File: src/rtl/pet_clken_gen.sv
// Clock-enable and system-reset generator: video x2/x1p/x1n, CPU enable, sequenced sys_reset; all outputs registered (1 clk).
// PET_CLKEN_TURBO_EN adds the runtime turbo CPU rate; without it the CPU rate is fixed at CPU_NORMAL.
module pet_clken_gen #(
  parameter int VID_SHIFT   = 3,
  parameter int CPU_W       = 7,
  parameter int CPU_NORMAL  = 111,
  parameter int CPU_TURBO   = 20,
  parameter int POR_CYCLES  = 100000000,
  parameter int HOLD_CYCLES = 14
) (
  input  logic clk,
  input  logic reset_n,
  input  logic reset_req,
  input  logic turbo,
  input  logic cpu_stop,
  output logic ce_x2,
  output logic ce_x1p,
  output logic ce_x1n,
  output logic ce_cpu,
  output logic turbo_active,
  output logic sys_reset
);

  localparam int VW = VID_SHIFT + 1;
  localparam logic [VW-1:0]    VDIV_HALF   = {1'b1, {VID_SHIFT{1'b0}}};
  localparam logic [CPU_W-1:0] RATE_NORMAL = CPU_W'(CPU_NORMAL);
  localparam logic [26:0]      POR_INIT    = 27'(POR_CYCLES);
  localparam logic [7:0]       HOLD_MAX    = 8'(HOLD_CYCLES);

  logic [VW-1:0]    vdiv;
  logic [CPU_W-1:0] cpu_div;
  logic [CPU_W-1:0] rate;
  logic             cpu_wrap;
  logic [26:0]      por_cnt;
  logic [7:0]       hold_cnt;

  // Video divider wraps naturally; x1p and x1n sit half a period apart.
  always_ff @(posedge clk) begin
    if (!reset_n) begin
      vdiv   <= '0;
      ce_x2  <= 1'b0;
      ce_x1p <= 1'b0;
      ce_x1n <= 1'b0;
    end else begin
      vdiv   <= vdiv + 1'b1;
      ce_x2  <= (vdiv[VID_SHIFT-1:0] == '0);
      ce_x1p <= (vdiv == '0);
      ce_x1n <= (vdiv == VDIV_HALF);
    end
  end

  assign cpu_wrap = (cpu_div == rate);

  always_ff @(posedge clk) begin
    if (!reset_n) begin
      cpu_div <= '0;
      ce_cpu  <= 1'b0;
    end else begin
      cpu_div <= cpu_wrap ? '0 : cpu_div + 1'b1;
      ce_cpu  <= (cpu_div == '0) && !cpu_stop;
    end
  end

`ifdef PET_CLKEN_TURBO_EN
  localparam logic [CPU_W-1:0] RATE_TURBO = CPU_W'(CPU_TURBO);

  // Rate is only reloaded at a period boundary so no period is cut short.
  always_ff @(posedge clk) begin
    if (!reset_n) begin
      rate         <= RATE_NORMAL;
      turbo_active <= 1'b0;
    end else begin
      if (cpu_wrap)
        rate <= turbo ? RATE_TURBO : RATE_NORMAL;
      turbo_active <= (rate == RATE_TURBO);
    end
  end
`else
  localparam int UNUSED_CPU_TURBO = CPU_TURBO;
  logic unused_turbo;

  assign unused_turbo = turbo;
  assign rate         = RATE_NORMAL;
  assign turbo_active = 1'b0;
`endif

  // sys_reset drops only once POR has expired and the request has been quiet for the hold time.
  always_ff @(posedge clk) begin
    if (!reset_n) begin
      por_cnt   <= POR_INIT;
      hold_cnt  <= '0;
      sys_reset <= 1'b1;
    end else begin
      if (por_cnt != '0)
        por_cnt <= por_cnt - 1'b1;
      if (reset_req) begin
        sys_reset <= 1'b1;
        hold_cnt  <= '0;
      end else begin
        if (sys_reset && hold_cnt != HOLD_MAX)
          hold_cnt <= hold_cnt + 1'b1;
        if (hold_cnt == HOLD_MAX && por_cnt == '0)
          sys_reset <= 1'b0;
      end
    end
  end

endmodule
File: config.mk
export PLATFORM = sky130hd
export DESIGN_NAME = pet_clken_gen
export DESIGN_NICKNAME = d
export VERILOG_FILES = /design/src/rtl/pet_clken_gen.sv
export SDC_FILE = /design/constraint.sdc
export NUM_CORES = 1
export LEC_CHECK = 0
export CAP_MARGIN = 20
export CORE_AREA = 2 2 75 77
export DETAILED_ROUTE_END_ITERATION = 16
export DIE_AREA = 0 0 77 79
export DONT_BUFFER_PORTS = 1
export HOLD_SLACK_MARGIN = 0.1
export PLACE_DENSITY = 0.59
export SKIP_LAST_GASP = 1
export SYNTH_ARGS = -nofsm -noshare
export SYNTH_HDL_FRONTEND = slang
export SYNTH_SLANG_ARGS = --single-unit
File: constraint.sdc
create_clock -name clk -period 2.05 [get_ports clk]
set_input_delay 0.41 -clock clk [delete_from_list [all_inputs] [get_ports clk]]
set_output_delay 0.41 -clock clk [all_outputs]
set_load 0.1 [all_outputs]
==> flow_summary_export.csv <==
group,metric,value,unit
clock_network,tritoncts,"yes",
placed_design,placed_cell_area,2550,um^2
yosys,synth-seq-area-share,42.8,%
timing,period_minus_slack,1920,ps
grt,first_global_vias,1609,
yosys,yosysUniqueCellTypes,52,
routing,route.antenna.remaining_nets,0,
die,dieWidth,77,um
clock_network,clk-insertion-delay-late,310,ps
timing,timing.final.max_slew_violations,0,
worst_setup_path,timing.critical_path.from_type,"register",
yosys,synth.yosys.warnings,0,
layout,final_design_area_no_fill,2660,um^2
clock_network,clock-root-buffer,"sky130_fd_sc_hd__clkbuf_8",
worst_setup_path,worst_setup_path_end_kind,"register",
timing,transition_time_at_the_pin_with_the_least_slew_margin,604,ps
routing,post_drt_wl_per_cell,12.0,um
die,floorplan.die_area,6080,um^2
grt,grt_max_degree,31,
worst_setup_path,critical_path.cell_chain,"or4_1 -> nand4b_4 -> buf_4 -> o21ai_1 -> xor2_1 -> nand2_1",
power,power_density,778,nW/um^2
routing,detail_route.first_pass.iterations,4,
min_path,min_path_type,"in2reg",
yosys,synth_ff_type,"sky130_fd_sc_hd__dfxtp_1",
timing,max_freq,522,MHz
clock_network,cts-root-to-sink-buffers,2,
routing,post-route-drc-count,0,
die,floorplan.initialDensity,44.7,%
yosys,synth_seq_cells,51,
worst_setup_path,setup.worst_path.start,"por_cnt[20]",
die,io_pins,11,
clock_network,clock-sinks,51,
routing,postRouteWirelength,4.22,mm
clock_network,postCtsHoldBufs,0,
routing,via_count,1786,
grt,grt.overflow.total,0,
yosys,syn_std_cell_area,2380,um^2
yosys,async_flop_share,0,%
worst_setup_path,timing.rr.start,"por_cnt[20]",
placed_design,finalWeightedCongestion,0.751,
power,leakage_power_figure,0.00102,uW
timing,grt_setup_unrepaired,"no",
die,placementRows,27,
grt,groute.usage.overall,14.7,%
placed_design,placedCellCount,341,
routing,detail_route.vias_per_cell,5.10,
clock_network,cts_htree_levels,2,
timing,post-route-period-util,93.4,%
clock_network,clkSlewWorstSetupHoldPaths,90,ps
worst_setup_path,arrival,2120,ps
clock_network,number_of_buffers_inserted_during_clock_tree_synthesis,5,
die,die_h,79,um
layout,fin_nets,290,
worst_setup_path,critPathMaxFanout,10,
timing,endpoints_failing_setup,0,
die,core_area,5340,um^2
yosys,synth_area_per_cell,9.10,um^2
grt,number_of_antenna_violations_at_the_first_check_in_global_routing,0,
worst_setup_path,timing.critical_path.slowest_cell_delay,570,ps
timing,totalNegativeSetupSlack,0,ps
timing,timing.clock.skew,11.6,ps
outcome,run_status,"finished clean",
routing,drtIter0Drc,51,
layout,layout.cells.non_filler,350,
worst_setup_path,critical-path-top-delay-family,"simple AND/OR/NAND/NOR gates",
layout,area.growth.synth_to_final,11.5,%
placed_design,buffer_ports.inserted,0,
grt,grt_first_pass_wirelength,7.29,mm
layout,num_antenna_cells,0,
timing,hold_viol_final,0,
timing,worst_slew_margin_rel,59.5,%
worst_setup_path,critical_path_buf_inv_count,1,
worst_setup_path,worst_ep_required_time,2260,ps
power,vdd_ir_drop_max,381,uV
yosys,synth_enable_flop_cells,0,
layout,fraction_of_layout_instances_using_a_drive_strength_above_1,13.3,%
placed_design,dp_hpwl,2.89,mm
worst_setup_path,slowest_stage,"sky130_fd_sc_hd__or4_1",
run,reported_max_cap_violation_count,0,
worst_setup_path,path_class,"reg2reg",
yosys,syn_nets,275,
min_path,holdCritStartpoint,"reset_n",
yosys,synthCells,262,
==> per-layer routing <==
metal | GRT usage (%) | share of wire, % | vias to the layer above
met3 | 3.75 | 2.0 | 6
li1 | - | - | 933
met5 | 0 | 0 | -
met2 | 23.5 | 45 | 10
met1 | 19.1 | 51 | 837
met4 | 5.89 | 1.5 | 0
==> layout by cell type (no fill, tap or decap), types with 9 or more instances in the layout <==
cell type                 netlist  routed
sky130_fd_sc_hd__dfxtp_1       51      51
sky130_fd_sc_hd__buf_4          1      18
sky130_fd_sc_hd__inv_1          9       9
sky130_fd_sc_hd__nor4_1        10      10
sky130_fd_sc_hd__nand2_1       16      16
sky130_fd_sc_hd__o21ai_1       10      10
sky130_fd_sc_hd__nand3_1       13      13
sky130_fd_sc_hd__and2_1        10      10
sky130_fd_sc_hd__xor2_1        22      22
sky130_fd_sc_hd__nor2_1        31      31
==> path summary, 6_finish.rpt <==
kind	slack, ps	cells after the start	end
worst max-delay path	130	6	por_cnt[8]
worst min-delay path	180	1	por_cnt[8]
worst max register to register	130	6	por_cnt[8]
worst min register to register	460	1	ce_x1p
==> layout make-up <==
class	instances	area (um^2)
multi-input cells	191	1280
flip-flops and latches	51	1020
clock inverters	3	22.5
fillers	543	2680
well taps	72	90.1
repair buffers	18	135
clock buffers	5	68.8
inverters	10	37.5
==> state kept, by name, indices dropped and copies added, names as in the netlist <==
name / flops
ce_x1p: 1
vdiv: 4
hold_cnt: 8
por_cnt: 27
sys_reset: 1
cpu_div: 7
ce_cpu: 1
ce_x2: 1
ce_x1n: 1
==> synthesized netlist by cell type, types with 3 or more instances <==
cell	instances	area (um^2)
sky130_fd_sc_hd__o21ai_1	10	50.1
sky130_fd_sc_hd__clkbuf_1	7	26.3
sky130_fd_sc_hd__nand2_1	16	60.1
sky130_fd_sc_hd__nor4_1	10	62.6
sky130_fd_sc_hd__nor3_1	7	35.0
sky130_fd_sc_hd__a21oi_1	3	15.0
sky130_fd_sc_hd__nand2b_1	3	18.8
sky130_fd_sc_hd__nand4b_1	3	26.3
sky130_fd_sc_hd__xor2_1	22	193
sky130_fd_sc_hd__dfxtp_1	51	1020
sky130_fd_sc_hd__nor2_1	31	116
sky130_fd_sc_hd__inv_1	9	33.8
sky130_fd_sc_hd__and2_1	10	62.6
sky130_fd_sc_hd__or4_1	5	37.5
sky130_fd_sc_hd__o21a_1	3	22.5
sky130_fd_sc_hd__ha_1	8	100
sky130_fd_sc_hd__nand3_1	13	65.1
sky130_fd_sc_hd__xnor2_1	8	70.1
==> through the flow <==
step	setup WS [ps]	util (%)	total power (uW)	hold WS (ps)
floorplan	93.7	-	1410	426
global placement	125	47.8	1500	440
detailed placement	130	47.8	1500	451
CTS	109	49.6	2100	155
global route	1.88	49.8	2190	157
finish	135	49.8	2070	176
==> report_power, final <==
part | switching (uW) | internal [uW] | leakage [uW]
Sequential | 61.4 | 1050 | 0.000416
Combinational | 219 | 153 | 0.000552
Clock | 342 | 245 | 0.0000485
Total | 622 | 1450 | 0.00102
==> what timing repair did <==
item / CTS / global route
endpoints found under the setup margin: 0 / 10
buffers inserted: 0 / 1
resized for setup: 0 / 1
==> cells by family after synthesis <==
family | after synthesis | synth area share (%)
other | 1 | 0.157
AND/OR/NAND/NOR | 123 | 30.4
flip-flops | 51 | 42.8
multiplexers | 1 | 0.420
buffers and inverters | 20 | 3.62
AO/OA/AOI/OAI | 28 | 7.40
XOR/XNOR | 30 | 11.0
adder cells (fa/ha/maj) | 8 | 4.20
(Power assumes the default switching activity.)
